`src/rtl/fpnew_share_pkg.sv`:
```
// Shared helpers for the FPU sharing controller: slot-vector bit scans.
package fpnew_share_pkg;

  // Upper bound on NumSlots handled by the bit-scan helpers.
  localparam int unsigned MaxSlots = 32;

  // Index of the lowest set bit; MaxSlots when the vector is empty.
  function automatic int unsigned lzc_lowest(input logic [MaxSlots-1:0] v);
    int unsigned idx;
    idx = MaxSlots;
    for (int unsigned i = MaxSlots; i > 0; i--) begin
      if (v[i-1]) idx = i - 1;
    end
    return idx;
  endfunction

  function automatic int unsigned popcount(input logic [MaxSlots-1:0] v);
    int unsigned cnt;
    cnt = 0;
    for (int unsigned i = 0; i < MaxSlots; i++) begin
      if (v[i]) cnt = cnt + 1;
    end
    return cnt;
  endfunction

endpackage

```
`src/rtl/fpnew_share_rr_arb.sv`:
```
// Round-robin grant over NumReq requesters, searching upward from ptr with wrap.
// A held lock forces the grant to lock_idx so a stalled issue stays stable.
module fpnew_share_rr_arb
  import fpnew_share_pkg::*;
#(
  parameter int unsigned NumReq = 4,
  localparam int unsigned IdxW = $clog2(NumReq)
) (
  input  logic [NumReq-1:0] valid,
  input  logic [IdxW-1:0]   ptr,
  input  logic              lock_valid,
  input  logic [IdxW-1:0]   lock_idx,
  output logic              any,
  output logic [IdxW-1:0]   idx,
  output logic [NumReq-1:0] onehot
);

  int unsigned cand;
  logic [IdxW-1:0] cidx;

  always_comb begin
    any  = 1'b0;
    idx  = ptr;
    cand = 0;
    cidx = '0;
    if (lock_valid) begin
      any = valid[lock_idx];
      idx = lock_idx;
    end else begin
      for (int unsigned i = 0; i < NumReq; i++) begin
        cand = (32'(ptr) + i) % NumReq;
        cidx = IdxW'(cand);
        if (!any && valid[cidx]) begin
          any = 1'b1;
          idx = cidx;
        end
      end
    end
    onehot = '0;
    if (any) onehot[idx] = 1'b1;
  end

endmodule

```
`src/rtl/fpnew_share_ctrl.sv`:
```
// Shares one FPU between NumReq requesters: round-robin issue with grant lock,
// slot table mapping FPU-side slot tags back to owner and original tag.
module fpnew_share_ctrl
  import fpnew_share_pkg::*;
#(
  parameter int unsigned NumReq   = 4,
  parameter int unsigned NumSlots = 4,
  parameter type PayloadType = logic,
  parameter type RspType     = logic,
  parameter type TagType     = logic,
  localparam int unsigned SlotIdxW = (NumSlots > 1) ? $clog2(NumSlots) : 1,
  localparam int unsigned CntW     = $clog2(NumSlots + 1),
  localparam int unsigned ReqIdxW  = $clog2(NumReq)
) (
  input  logic                clk_i,
  input  logic                rst_i,
  input  logic                flush_i,
  input  logic [NumReq-1:0]   req_valid_i,
  output logic [NumReq-1:0]   req_ready_o,
  input  PayloadType          req_payload_i [NumReq],
  input  TagType              req_tag_i     [NumReq],
  output logic                fpu_valid_o,
  input  logic                fpu_ready_i,
  output PayloadType          fpu_payload_o,
  output logic [SlotIdxW-1:0] fpu_tag_o,
  input  logic                fpu_rsp_valid_i,
  output logic                fpu_rsp_ready_o,
  input  RspType              fpu_rsp_payload_i,
  input  logic [SlotIdxW-1:0] fpu_rsp_tag_i,
  output logic [NumReq-1:0]   rsp_valid_o,
  input  logic [NumReq-1:0]   rsp_ready_i,
  output RspType              rsp_payload_o,
  output TagType              rsp_tag_o,
  output logic                busy_o,
  output logic [CntW-1:0]     inflight_o
);

  // Entry type lives here because its tag field depends on TagType.
  typedef struct packed {
    logic [ReqIdxW-1:0] owner;
    TagType             tag;
  } slot_entry_t;

  logic [NumSlots-1:0] slot_valid;
  slot_entry_t         slots [NumSlots];
  logic [ReqIdxW-1:0]  rr_ptr;
  logic                lock_valid;
  logic [ReqIdxW-1:0]  lock_idx;

  logic                grant_any;
  logic [ReqIdxW-1:0]  grant_idx;
  logic [NumReq-1:0]   grant_onehot;
  logic [ReqIdxW-1:0]  rr_next;

  logic [MaxSlots-1:0] free_ext;
  logic [MaxSlots-1:0] valid_ext;
  logic                has_free;
  logic [SlotIdxW-1:0] alloc_idx;
  logic                issue_fire;

  slot_entry_t         rsp_entry;
  logic [ReqIdxW-1:0]  rsp_owner;
  logic                rsp_hit;
  logic                rsp_fire;

  fpnew_share_rr_arb #(
    .NumReq (NumReq)
  ) u_arb (
    .valid      (req_valid_i),
    .ptr        (rr_ptr),
    .lock_valid (lock_valid),
    .lock_idx   (lock_idx),
    .any        (grant_any),
    .idx        (grant_idx),
    .onehot     (grant_onehot)
  );

  // Slot allocation and occupancy come from registered state only.
  always_comb begin
    free_ext                = '0;
    free_ext[NumSlots-1:0]  = ~slot_valid;
    valid_ext               = '0;
    valid_ext[NumSlots-1:0] = slot_valid;
    has_free                = ~&slot_valid;
    alloc_idx               = SlotIdxW'(lzc_lowest(free_ext));
    inflight_o              = CntW'(popcount(valid_ext));
    busy_o                  = |slot_valid;
  end

  always_comb begin
    fpu_valid_o   = grant_any & has_free & ~flush_i;
    fpu_payload_o = req_payload_i[grant_idx];
    fpu_tag_o     = alloc_idx;
    issue_fire    = fpu_valid_o & fpu_ready_i;
    req_ready_o   = issue_fire ? grant_onehot : '0;
    rr_next       = (32'(grant_idx) == NumReq - 1) ? '0 : grant_idx + 1'b1;
  end

  // Tags beyond NumSlots read a zero valid bit, so they take the drop path.
  always_comb begin
    rsp_hit         = valid_ext[fpu_rsp_tag_i];
    rsp_entry       = slots[fpu_rsp_tag_i];
    rsp_owner       = rsp_entry.owner;
    rsp_valid_o     = '0;
    if (fpu_rsp_valid_i && rsp_hit && !flush_i) rsp_valid_o[rsp_owner] = 1'b1;
    fpu_rsp_ready_o = rsp_hit ? rsp_ready_i[rsp_owner] : 1'b1;
    rsp_fire        = fpu_rsp_valid_i & rsp_hit & rsp_ready_i[rsp_owner] & ~flush_i;
    rsp_payload_o   = fpu_rsp_payload_i;
    rsp_tag_o       = rsp_entry.tag;
  end

  always_ff @(posedge clk_i) begin
    if (rst_i) begin
      slot_valid <= '0;
      lock_valid <= 1'b0;
      lock_idx   <= '0;
      rr_ptr     <= '0;
    end else if (flush_i) begin
      slot_valid <= '0;
      lock_valid <= 1'b0;
    end else begin
      // Issue always targets a free slot and a response a valid one, so both
      // updates can land in the same cycle without colliding.
      if (rsp_fire) slot_valid[fpu_rsp_tag_i] <= 1'b0;
      if (issue_fire) begin
        slot_valid[alloc_idx] <= 1'b1;
        rr_ptr                <= rr_next;
        lock_valid            <= 1'b0;
      end else if (fpu_valid_o) begin
        lock_valid <= 1'b1;
        lock_idx   <= grant_idx;
      end
    end
  end

  always_ff @(posedge clk_i) begin
    if (issue_fire) begin
      slots[alloc_idx] <= '{owner: grant_idx, tag: req_tag_i[grant_idx]};
    end
  end

  // A response addressed to an empty slot is dropped; it should never happen.
  rsp_to_valid_slot : assert property (
    @(posedge clk_i) disable iff (rst_i)
    (fpu_rsp_valid_i && !flush_i) |-> rsp_hit
  );

endmodule

```
`config.mk`:
```
export PLATFORM = sky130hd
export DESIGN_NAME = fpnew_share_ctrl
export DESIGN_NICKNAME = d
export VERILOG_FILES = /design/src/rtl/fpnew_share_pkg.sv /design/src/rtl/fpnew_share_rr_arb.sv /design/src/rtl/fpnew_share_ctrl.sv
export SDC_FILE = /design/constraint.sdc
export NUM_CORES = 1
export LEC_CHECK = 0
export CORE_MARGIN = 5
export CORE_UTILIZATION = 40
export CTS_CLUSTER_SIZE = 25
export DETAILED_ROUTE_END_ITERATION = 12
export PLACE_DENSITY = 0.76
export SYNTH_ARGS = -nofsm -noshare
export SYNTH_HDL_FRONTEND = slang
export SYNTH_HIERARCHICAL = 1
export SYNTH_SLANG_ARGS = --single-unit
```
`constraint.sdc`:
```
create_clock -name clk_i -period 2.27 [get_ports clk_i]
set_input_delay 0.227 -clock clk_i [delete_from_list [all_inputs] [get_ports clk_i]]
set_output_delay 0.227 -clock clk_i [all_outputs]
set_load 0.05 [all_outputs]
```
==> flow_summary.yaml <==
finish:
  area_growth_pct: 57.95
  design_area_sq_mm: 0.002251
  final_nets: 230
  drive_above_1_share: 0.3781
  utilization: 0.6641
  insertedDiodeCount: 0
  layout_commonest_cell: "buf_4"
  fin_cells: 247
  final_cell_mix: "27 x buf_4, 19 x clkdlybuf4s50_1, 14 x nor2_1"
  fillers: 265
sta:
  fmax_mhz: 449.2
  finalHoldViolCount: 0
  setup_viol: 0
  timing.final.ws_setup_ns: 0.04385
  skew_ns: 0.0009108
  period_share: 0.9807
  min_period_ns: 2.226
  maxSlewHeadroom: 0.6662
  max_slew.worst_pin.slew_ns: 0.4991
  final.setup.tns_ns: 0
  grt_setup_unrepaired: "yes"
  hold_slack_ns: 0.4540
  final_max_slew_viol_count: 0
yosys:
  synth_nets: 166
  synth_warnings: 6
  yosysSeqAreaShare: 0.3793
  synth_cells: 138
  syn_area_sq_mm: 0.001425
  ys_ff_latch: 21
  synth.distinct_cells: 44
  synth.avg_cell_area_sq_um: 10.33
clock_tree:
  numCtsBuffers: 3
  clk_pin_slew_worst_paths_ns: 0.12
  cts_buffer_depth: 2
  postCtsHoldBufs: 0
  cts_tree: "yes"
  cts.sinks: 21
  ctsRootBufferMaster: "clkbuf_4"
  cts_max_level: 1
  clock_latency_ns: 0.30
power:
  pwr_density_cell_mw_per_mm2: 417.0
  ir_drop_v: 0.0002514
  power_leakage_nw: 0.9189
  power_mw: 0.9386
setup_path:
  worstSetupPathType: "reg -> out"
  crit_required_ns: 2.04
  endpoint_kind: "output port"
  cp.arrival_ns: 2.00
  worstSetupStartpointType: "flop"
  cp_max_fo: 3
  cpPeakStageDelay_ns: 0.53
  cpMaxStageDelayCell: "mux4_2"
  cp_cell_sequence: "mux4_2 -> mux2i_4 -> inv_2 -> buf_6 -> and4_1 -> and2_4 -> buf_12"
detailed_routing:
  detail-route-antenna-nets: 0
  via_per_inst: 5.385
  detail_route.wl_per_cell_microns: 16.40
  vias: 1330
  dr.pass1.iters: 4
  drc: 0
  drt_iter0_markers: 37
  wl_microns: 4050
floorplanning:
  coreArea_sq_mm: 0.003390
  die_w_microns: 69.69
  fp.dieH_microns: 69.69
  floorplan.rows: 21
  ioPinCount: 43
  start_util: 0.4205
  die_area_sq_mm: 0.004857
run_status:
  status: "complete, no violations"
global_route:
  track_usage: 0.1659
  grt_pass1_vias: 1388
  antenna_found_initial: 0
  grt_max_degree: 14
  grt_overflow: 0
  grt_first_pass_wirelength_microns: 6589
worst_hold_path:
  hp-class: "in -> out"
placement:
  post-place-ws_ns: -0.1787
  portBuffers: 40
  placedInstanceArea_sq_mm: 0.002092
  dpl.cell_count: 241
  gp_congestion: 0.8812
  hpwl_microns: 3203
flow_run:
  drv_cap: 0
-- metal layers --
| layer | up-vias | wire length, microns | track usage |
|---|---|---|---|
| li1 | 648 | - | - |
| met1 | 634 | 1502 | 0.1776 |
| met2 | 44 | 2350 | 0.3231 |
| met3 | 4 | 172 | 0.02899 |
| met4 | 0 | 25 | 0.05532 |
| met5 | - | 0 | 0 |
-- registers in the layout, summed over array words and instances (netlist names) --
name	cells
lock_idx	2
lock_valid	1
rr_ptr	2
slot_valid	4
slots	12
-- final timing paths --
path                                        start             end  slack, ns  cells after the start
worst max-delay path                  lock_idx[0]  req_ready_o[3]       0.04                      7
worst min-delay path            fpu_rsp_payload_i   rsp_payload_o       0.45                      0
worst max register to register        lock_idx[0]     slots[3][1]       0.18                      8
worst min register to register         lock_valid      lock_valid       0.55                      2
-- power breakdown --
part | total (mW) | switching [mW] | internal (mW)
combinational | 0.328 | 0.159 | 0.169
clock | 0.181 | 0.115 | 0.0658
sequential | 0.429 | 0.00938 | 0.420
total | 0.939 | 0.284 | 0.655
-- critical path: cells and delay by family (launching register included) --
kind                   cells  cell delay, ns
AND/OR/NAND/NOR            2            0.27
buffers and inverters      3            0.34
flip-flops                 1            0.37
multiplexers               2            0.71
-- cell usage after synthesis --
cell,n,area share
or4_1,1,0.0053
a21boi_0,2,0.011
o311a_2,1,0.0079
nand2_1,7,0.018
o22ai_2,1,0.0088
nor3_1,4,0.014
inv_2,1,0.0026
mux4_2,5,0.079
buf_2,1,0.0035
o41ai_1,1,0.0061
dfxtp_1,9,0.13
nand2b_1,3,0.013
edfxtp_1,12,0.25
and3_1,1,0.0044
mux4_1,3,0.055
o21ai_0,5,0.018
xor2_1,2,0.012
a41oi_1,1,0.0061
a21oi_1,5,0.018
and2_1,6,0.026
nor2b_1,3,0.013
o211a_1,1,0.0070
clkbuf_1,2,0.0053
a41o_1,1,0.0070
mux2i_1,6,0.042
mux2_2,1,0.0079
nand3b_1,1,0.0053
and2b_1,1,0.0053
xnor2_1,1,0.0061
ha_1,4,0.035
a2111oi_0,1,0.0061
buf_6,1,0.0079
o311ai_0,1,0.0061
inv_1,9,0.024
a31oi_1,2,0.0088
o31ai_1,1,0.0053
buf_4,1,0.0053
nor4_1,3,0.013
nor2_1,18,0.047
a211oi_1,2,0.011
mux2i_4,1,0.016
and4_1,1,0.0061
o21bai_1,2,0.011
nand3_1,3,0.011
-- kinds of logic after synthesis --
| family | after synthesis | share of synthesized area |
|---|---|---|
| compound gates | 27 | 0.1361 |
| xor+xnor | 3 | 0.01844 |
| fa+ha+maj | 4 | 0.03512 |
| buf+inv | 15 | 0.04828 |
| flops | 21 | 0.3793 |
| mux | 16 | 0.2002 |
| simple gates | 52 | 0.1826 |
-- what timing repair did --
action	4_1_cts	5_1_grt
resized for setup	21	19
endpoints found under the setup margin	9	16
buffers inserted	1	2
cloned	0	0
pin swaps	3	3
-- final cells by class --
| cell class | count | area (sq um) | share of cell area |
|---|---|---|---|
| Multi-Input combinational cell | 102 | 908.4 | 0.4036 |
| Clock buffer | 3 | 22.52 | 0.01001 |
| Clock inverter | 1 | 5.005 | 0.002223 |
| Tap cell | 46 | 57.56 | 0.02557 |
| Timing Repair Buffer | 64 | 666.9 | 0.2963 |
| Inverter | 10 | 37.54 | 0.01668 |
| Sequential cell | 21 | 553.0 | 0.2457 |
Note: power is estimated with default switching activity, not from simulation.
